### src/rtl/wishbone_slave_mux_pkg.sv
// Shared types and default address map for the
// Wishbone single-master slave multiplexer.
package wishbone_slave_mux_pkg;

  typedef enum logic [1:0] {
    ST_IDLE   = 2'd0,
    ST_ACTIVE = 2'd1,
    ST_ERROR  = 2'd2
  } wb_state_e;

  localparam int LITEX_SLAVES = 5;

  localparam logic [31:0] ROM_BASE  = 32'h0000_0000;
  localparam logic [31:0] ROM_MASK  = 32'hFFFF_0000;
  localparam logic [31:0] SRAM_BASE = 32'h1000_0000;
  localparam logic [31:0] SRAM_MASK = 32'hFFFF_F000;
  localparam logic [31:0] RAM_BASE  = 32'h4000_0000;
  localparam logic [31:0] RAM_MASK  = 32'hFC00_0000;
  localparam logic [31:0] CSR_BASE  = 32'hF000_0000;
  localparam logic [31:0] CSR_MASK  = 32'hFFFE_0000;
  localparam logic [31:0] PLIC_BASE = 32'hF0C0_0000;
  localparam logic [31:0] PLIC_MASK = 32'hFFC0_0000;

  // Slave 0 sits in the least significant word.
  localparam logic [LITEX_SLAVES*32-1:0] LITEX_BASES = {
    PLIC_BASE, CSR_BASE, RAM_BASE, SRAM_BASE, ROM_BASE
  };

  localparam logic [LITEX_SLAVES*32-1:0] LITEX_MASKS = {
    PLIC_MASK, CSR_MASK, RAM_MASK, SRAM_MASK, ROM_MASK
  };

  // A disabled timeout still needs a one-bit counter.
  function automatic int cnt_width(input int t);
    return (t <= 0) ? 1 : $clog2(t + 1);
  endfunction

endpackage

### src/rtl/wishbone_slave_mux_addr_decoder.sv
// Combinational base/mask window decoder.
// Lowest-index matching window wins.
module wishbone_addr_decoder #(
  parameter int NUM_SLAVES = 5,
  parameter int ADDR_WIDTH = 32
) (
  input  logic [ADDR_WIDTH-1:0]            addr,
  input  logic [NUM_SLAVES*ADDR_WIDTH-1:0] bases,
  input  logic [NUM_SLAVES*ADDR_WIDTH-1:0] masks,
  output logic [NUM_SLAVES-1:0]            hit,
  output logic                             none
);

  // Scan high to low so the lowest hit overrides.
  always_comb begin
    hit  = '0;
    none = 1'b1;
    for (int i = NUM_SLAVES - 1; i >= 0; i--) begin
      if ((addr & masks[i*ADDR_WIDTH +: ADDR_WIDTH])
          == bases[i*ADDR_WIDTH +: ADDR_WIDTH]) begin
        hit    = '0;
        hit[i] = 1'b1;
        none   = 1'b0;
      end
    end
  end

endmodule

### src/rtl/wishbone_slave_mux.sv
// Wishbone B4 classic 1:N interconnect with
// latched grant, unmapped-error and timeout.
module wishbone_slave_mux
  import wishbone_slave_mux_pkg::*;
#(
  parameter int NUM_SLAVES     = 5,
  parameter int ADDR_WIDTH     = 32,
  parameter int DATA_WIDTH     = 32,
  parameter logic [NUM_SLAVES*ADDR_WIDTH-1:0] BASE_ADDRS = LITEX_BASES,
  parameter logic [NUM_SLAVES*ADDR_WIDTH-1:0] ADDR_MASKS = LITEX_MASKS,
  parameter int TIMEOUT_CYCLES = 255
) (
  input  logic                             clock,
  input  logic                             reset,
  input  logic [ADDR_WIDTH-1:0]            m_ADR_I,
  input  logic [DATA_WIDTH-1:0]            m_DAT_I,
  output logic [DATA_WIDTH-1:0]            m_DAT_O,
  input  logic                             m_CYC_I,
  input  logic                             m_STB_I,
  input  logic                             m_WE_I,
  input  logic [DATA_WIDTH/8-1:0]          m_SEL_I,
  output logic                             m_ACK_O,
  output logic                             m_ERR_O,
  output logic [ADDR_WIDTH-1:0]            s_ADR_O,
  output logic [DATA_WIDTH-1:0]            s_DAT_O,
  output logic                             s_WE_O,
  output logic [DATA_WIDTH/8-1:0]          s_SEL_O,
  output logic [NUM_SLAVES-1:0]            s_CYC_O,
  output logic [NUM_SLAVES-1:0]            s_STB_O,
  input  logic [NUM_SLAVES*DATA_WIDTH-1:0] s_DAT_I,
  input  logic [NUM_SLAVES-1:0]            s_ACK_I,
  output logic                             bus_error
);

  localparam int CW = cnt_width(TIMEOUT_CYCLES);
  localparam logic [CW-1:0] TMAX = CW'(TIMEOUT_CYCLES);
  localparam bit TO_EN = (TIMEOUT_CYCLES > 0);

  wb_state_e               state_q;
  logic [NUM_SLAVES-1:0]   grant_q;
  logic [CW-1:0]           cnt_q;
  logic [NUM_SLAVES-1:0]   dec_hit;
  logic                    dec_none;
  logic                    req;
  logic                    active;
  logic                    to_hit;
  logic                    ack;
  logic [DATA_WIDTH-1:0]   rd_data;

  wishbone_addr_decoder #(
    .NUM_SLAVES (NUM_SLAVES),
    .ADDR_WIDTH (ADDR_WIDTH)
  ) u_dec (
    .addr  (m_ADR_I),
    .bases (BASE_ADDRS),
    .masks (ADDR_MASKS),
    .hit   (dec_hit),
    .none  (dec_none)
  );

  assign req    = m_CYC_I & m_STB_I;
  assign active = (state_q == ST_ACTIVE);
  assign to_hit = TO_EN && (cnt_q == TMAX);

  assign s_ADR_O = m_ADR_I;
  assign s_DAT_O = m_DAT_I;
  assign s_WE_O  = m_WE_I;
  assign s_SEL_O = m_SEL_I;

  assign m_ERR_O = (state_q == ST_ERROR);
  assign m_ACK_O = ack;

  // Read data of the granted slave.
  always_comb begin
    rd_data = '0;
    for (int i = 0; i < NUM_SLAVES; i++) begin
      if (grant_q[i]) begin
        rd_data = rd_data | s_DAT_I[i*DATA_WIDTH +: DATA_WIDTH];
      end
    end
  end

  // Route strobes to the grant and pass ack/data back.
  always_comb begin
    s_CYC_O = '0;
    s_STB_O = '0;
    ack     = active & req & (|(grant_q & s_ACK_I));
    m_DAT_O = '0;
    if (active && !to_hit) begin
      s_CYC_O = grant_q & {NUM_SLAVES{m_CYC_I}};
      s_STB_O = grant_q & {NUM_SLAVES{m_STB_I}};
    end
    if (ack) begin
      m_DAT_O = rd_data;
    end
  end

  // Transfer FSM with grant, timeout counter and sticky error.
  always_ff @(posedge clock or negedge reset) begin
    if (!reset) begin
      state_q   <= ST_IDLE;
      grant_q   <= '0;
      cnt_q     <= '0;
      bus_error <= 1'b0;
    end else begin
      unique case (state_q)
        ST_IDLE: begin
          if (req) begin
            if (dec_none) begin
              state_q   <= ST_ERROR;
              bus_error <= 1'b1;
            end else begin
              state_q <= ST_ACTIVE;
              grant_q <= dec_hit;
              cnt_q   <= '0;
            end
          end
        end
        ST_ACTIVE: begin
          if (ack || !req) begin
            state_q <= ST_IDLE;
            grant_q <= '0;
          end else if (to_hit) begin
            state_q   <= ST_ERROR;
            grant_q   <= '0;
            bus_error <= 1'b1;
          end else if (cnt_q != TMAX) begin
            cnt_q <= cnt_q + CW'(1);
          end
        end
        ST_ERROR: begin
          state_q <= ST_IDLE;
        end
        default: begin
          state_q <= ST_IDLE;
          grant_q <= '0;
        end
      endcase
    end
  end

endmodule
### config.mk
export PLATFORM = sky130hd
export DESIGN_NAME = wishbone_slave_mux
export DESIGN_NICKNAME = d
export VERILOG_FILES = /design/src/rtl/wishbone_slave_mux_pkg.sv /design/src/rtl/wishbone_slave_mux_addr_decoder.sv /design/src/rtl/wishbone_slave_mux.sv
export SDC_FILE = /design/constraint.sdc
export NUM_CORES = 1
export LEC_CHECK = 0
export CORE_AREA = 2 2 137 139
export CTS_CLUSTER_SIZE = 8
export DETAILED_ROUTE_END_ITERATION = 8
export DIE_AREA = 0 0 139 141
export GPL_ROUTABILITY_DRIVEN = 0
export SLEW_MARGIN = 20
export SYNTH_ARGS = -nofsm -noshare
export SYNTH_HDL_FRONTEND = slang
export SYNTH_SLANG_ARGS = --single-unit
### constraint.sdc
create_clock -name clock -period 2.2 [get_ports clock]
set_input_delay 0.22 -clock clock [delete_from_list [all_inputs] [get_ports clock]]
set_output_delay 0.22 -clock clock [all_outputs]
set_load 0.02 [all_outputs]
==> summary.md, run 1 <==
| Metric | Value |
|---|---|
| Fmax | approximately 460 MHz |
| Synth Register Bits | 16 |
| Hold-fix buffers, CTS | 0 |
| First-pass GRT wire length | 20.75 mm |
| Vias/cell | 4.482 |
| Die Ht | 141 microns |
| Clock Latency Late Sink | 0.25 ns |
| Post-synth ARST share | 100.0% |
| Core ar. | 18270 sq um |
| CTS root buffer | clkbuf_16 |
| DRC Markers | 0 |
| Num CTS Buffers | 3 |
| Clock skew | ~0.00068 ns |
| Min-delay worst type | in -> async |
| PD cells | ~380 nW/um^2 |
| Clock slew at reported path FFs | 0.05 ns |
| CTS sink count | 16 |
| Crit path DAT | 2.32 ns |
| Drt pass-1 iters | 6 |
| Initial Util | a little over an eighth |
| Main synth FF type | dfrtp_1 |
| Synthesized cell area | 2376 sq um |
| Synth cell types | 38 |
| CTS tree | built |
| Antenna violations before repair | 4 |
| VDD IR max | 398.0 uV |
| Final #Nets | 750 |
| Most frequent cell after synthesis | buf_4 |
| Row count | 50 |
| Syn_nets | 547 |
| Yosys warning count | 0 |
| Grt met1 use | 17.32% |
| Final period utilization | roughly 99% |
| Largest net degree at the start of global routing | 34 |
| Critical path startpoint category | primary input |
| Post-synth EDFFs | 0 |
| Vias in the first global route | 3307 |
| Layout cell share with drive strength beyond 1 | 14.90% |
| Layout Utilization | a little over a quarter |
| Critical Path RT | 2.36 ns |
| Yosys top cell by area | buf_4 |
| Max-cap violations | 0 |
| Routed len/inst | ~19 microns |
| Setup Crit Path Kind | in -> reg |
| Busiest grt layer | met2 |
| Synthesized netlist cell count | 308 |
| Die X | 139 microns |
| Ports | ~350 |
| Vias | between 3000 and 4000 |
| Seq/Total Area, Yosys | 16.85% |
| Normalized max-slew margin | around half |
| Total die area | 19600 sq um |
| Setup Fix Bufs, Post-CTS | 0 |
| Grt met2 use | between 20 and 25% |
| Synth top area cells | buf_4 (22%), dfrtp_1 (17%), a222oi_1 (14%), a22oi_1 (11%), a21oi_1 (7.6%) |
| Synth top cells by count | buf_4 (69), a21oi_1 (36), a22oi_1 (34), a222oi_1 (33), clkbuf_1 (25) |
| Post-DP HPWL | roughly 12 mm |
| ANT nets after route | 0 |
| R2R depth | 6 |
| Congestion Overflow GR | 0 |
| Worst slew pin tran | about 0.75 ns |
| Gr usage total | 13.49% |
| M3 GR Usage | 4.925% |
| Outcome | completed |
| Routed WL | between 10 and 15 mm |
| Post-synth top area share | between 20 and 25% |
| Final Hold Viols | 0 |
| Avg Cell Area, Syn | 7.714 sq um |
| Layout area overhead | 108.1% |
| Post-layout min period | 2.169 ns |
| Max clock buf depth | 2 |
| Dpl cell area | 4937 sq um |
| Max Slew Vio Count | 0 |
| CP Max Fanout | 4 |
| Hold_ws | around 0.42 ns |
| H-tree lvl count | 1 |
| DR iter-0 viols | 228 |
| Final instance area | 4943 sq um |
| CP endpoint kind | flip-flop |
| LEAKAGE | 1.990 nW |
| Count of final setup violators | 0 |
| IO Port Bufs | 253 |
| RSZ-0062 raised after global routing | yes |
routing by layer:
metal | up-vias | wire length [microns]
met1 | 1573 | 5993
li1 | 1548 | -
met2 | 188 | 6823
met4 | 6 | 200
met3 | 24 | 1311
met5 | - | 38
cells by family (layout without fill, tap and decap cells):
kind of cell | after synthesis | count (layout) | synth area share (%)
other | 0 | 1 | 0
AND/OR/NAND/NOR | 61 | 61 | 14.48
adder cells (fa/ha/maj) | 1 | 1 | 0.5265
AO/OA/AOI/OAI | 120 | 120 | 38.34
multiplexers | 5 | 5 | 2.317
flip-flops | 16 | 16 | 16.85
buffers and inverters | 105 | 307 | 27.49
power breakdown:
group	leakage, nW	switching, W	total [W]	internal, W
clock	0.0442	0.000120	0.000397	0.000276
combinational	1.73	0.000507	0.00111	0.000599
sequential	0.212	0.0000485	0.000393	0.000345
total	1.99	0.000676	0.00190	0.00122
stage by stage:
step | setup TNS [ns] | std cells | setup slack [ns] | total power (W)
global placement | -6.169 | 740 | -0.1779 | 0.001501
global route | -0.5001 | 745 | -0.05478 | 0.002015
detailed placement | -7.563 | 740 | -0.2625 | 0.001506
finish | 0 | 745 | 0.03090 | 0.001896
floorplan | 0 | 308 | 0.2070 | 0.0009881
CTS | 0 | 744 | 0.003004 | 0.001912
path summary, 6_finish.rpt:
check                               to  slack (ns)        start
min                           cnt_q[0]        0.42        reset
min reg2reg                   cnt_q[7]        0.49     cnt_q[7]
max in group asynchronous   grant_q[0]        1.31        reset
max reg2reg                   cnt_q[4]        0.17   state_q[1]
min in group clock         s_DAT_O[12]        0.44  m_DAT_I[12]
max                         grant_q[2]        0.03  m_ADR_I[25]
critical path, stage by stage:
cell             delay (ns)
clkdlybuf4s50_1        0.46
or4_4                  0.54
o32a_2                 0.45
a211oi_4               0.26
buf_6                  0.16
mux2i_2                0.23
sequential cells by signal (all words and copies together), names as in the netlist:
name and flops:
grant_q 5, state_q 2, bus_error 1, cnt_q 8
final cells by class:
type                            count  area, sq um
Antenna cell                        1        2.502
Clock buffer                        4        88.84
Fill cell                        2015        13320
Inverter                           11        41.29
Multi-Input combinational cell    187         1336
Sequential cell                    16        400.4
Tap cell                          234        292.8
Timing Repair Buffer              292         2781
layout by cell type (no fill, tap or decap), types with 3 or more instances in the layout:
cell / synthesis / routed
clkdlybuf4s50_1: 0 / 211
a21oi_1: 36 / 36
a22oi_1: 34 / 34
a222oi_1: 33 / 33
buf_4: 69 / 33
clkbuf_2: 0 / 22
nor2_1: 16 / 16
dfrtp_1: 16 / 16
inv_1: 11 / 11
dlygate4sd2_1: 0 / 11
dlymetal6s2s_1: 0 / 9
nand2_1: 8 / 8
nand3_1: 9 / 7
nor2b_1: 4 / 4
nand4_1: 4 / 4
nor4_1: 4 / 4
a31oi_1: 4 / 4
buf_12: 0 / 4
and3_1: 3 / 3
mux2i_1: 4 / 3
clkbuf_16: 0 / 3
repair_timing:
action | 4_1_cts | 5_1_grt
pin swaps | 1 | 2
endpoints found under the hold margin | 0 | 0
resized for setup | 35 | 55
endpoints found under the setup margin | 36 | 46
gates cloned | 0 | 0
(Power assumes the default switching activity.)
==> run 2, diff against run 1 <==
CAP_MARGIN = 20   (was not set)
==> results of run 2 <==
Same layout as run 1: the final DEF is identical, and so are final timing and power.
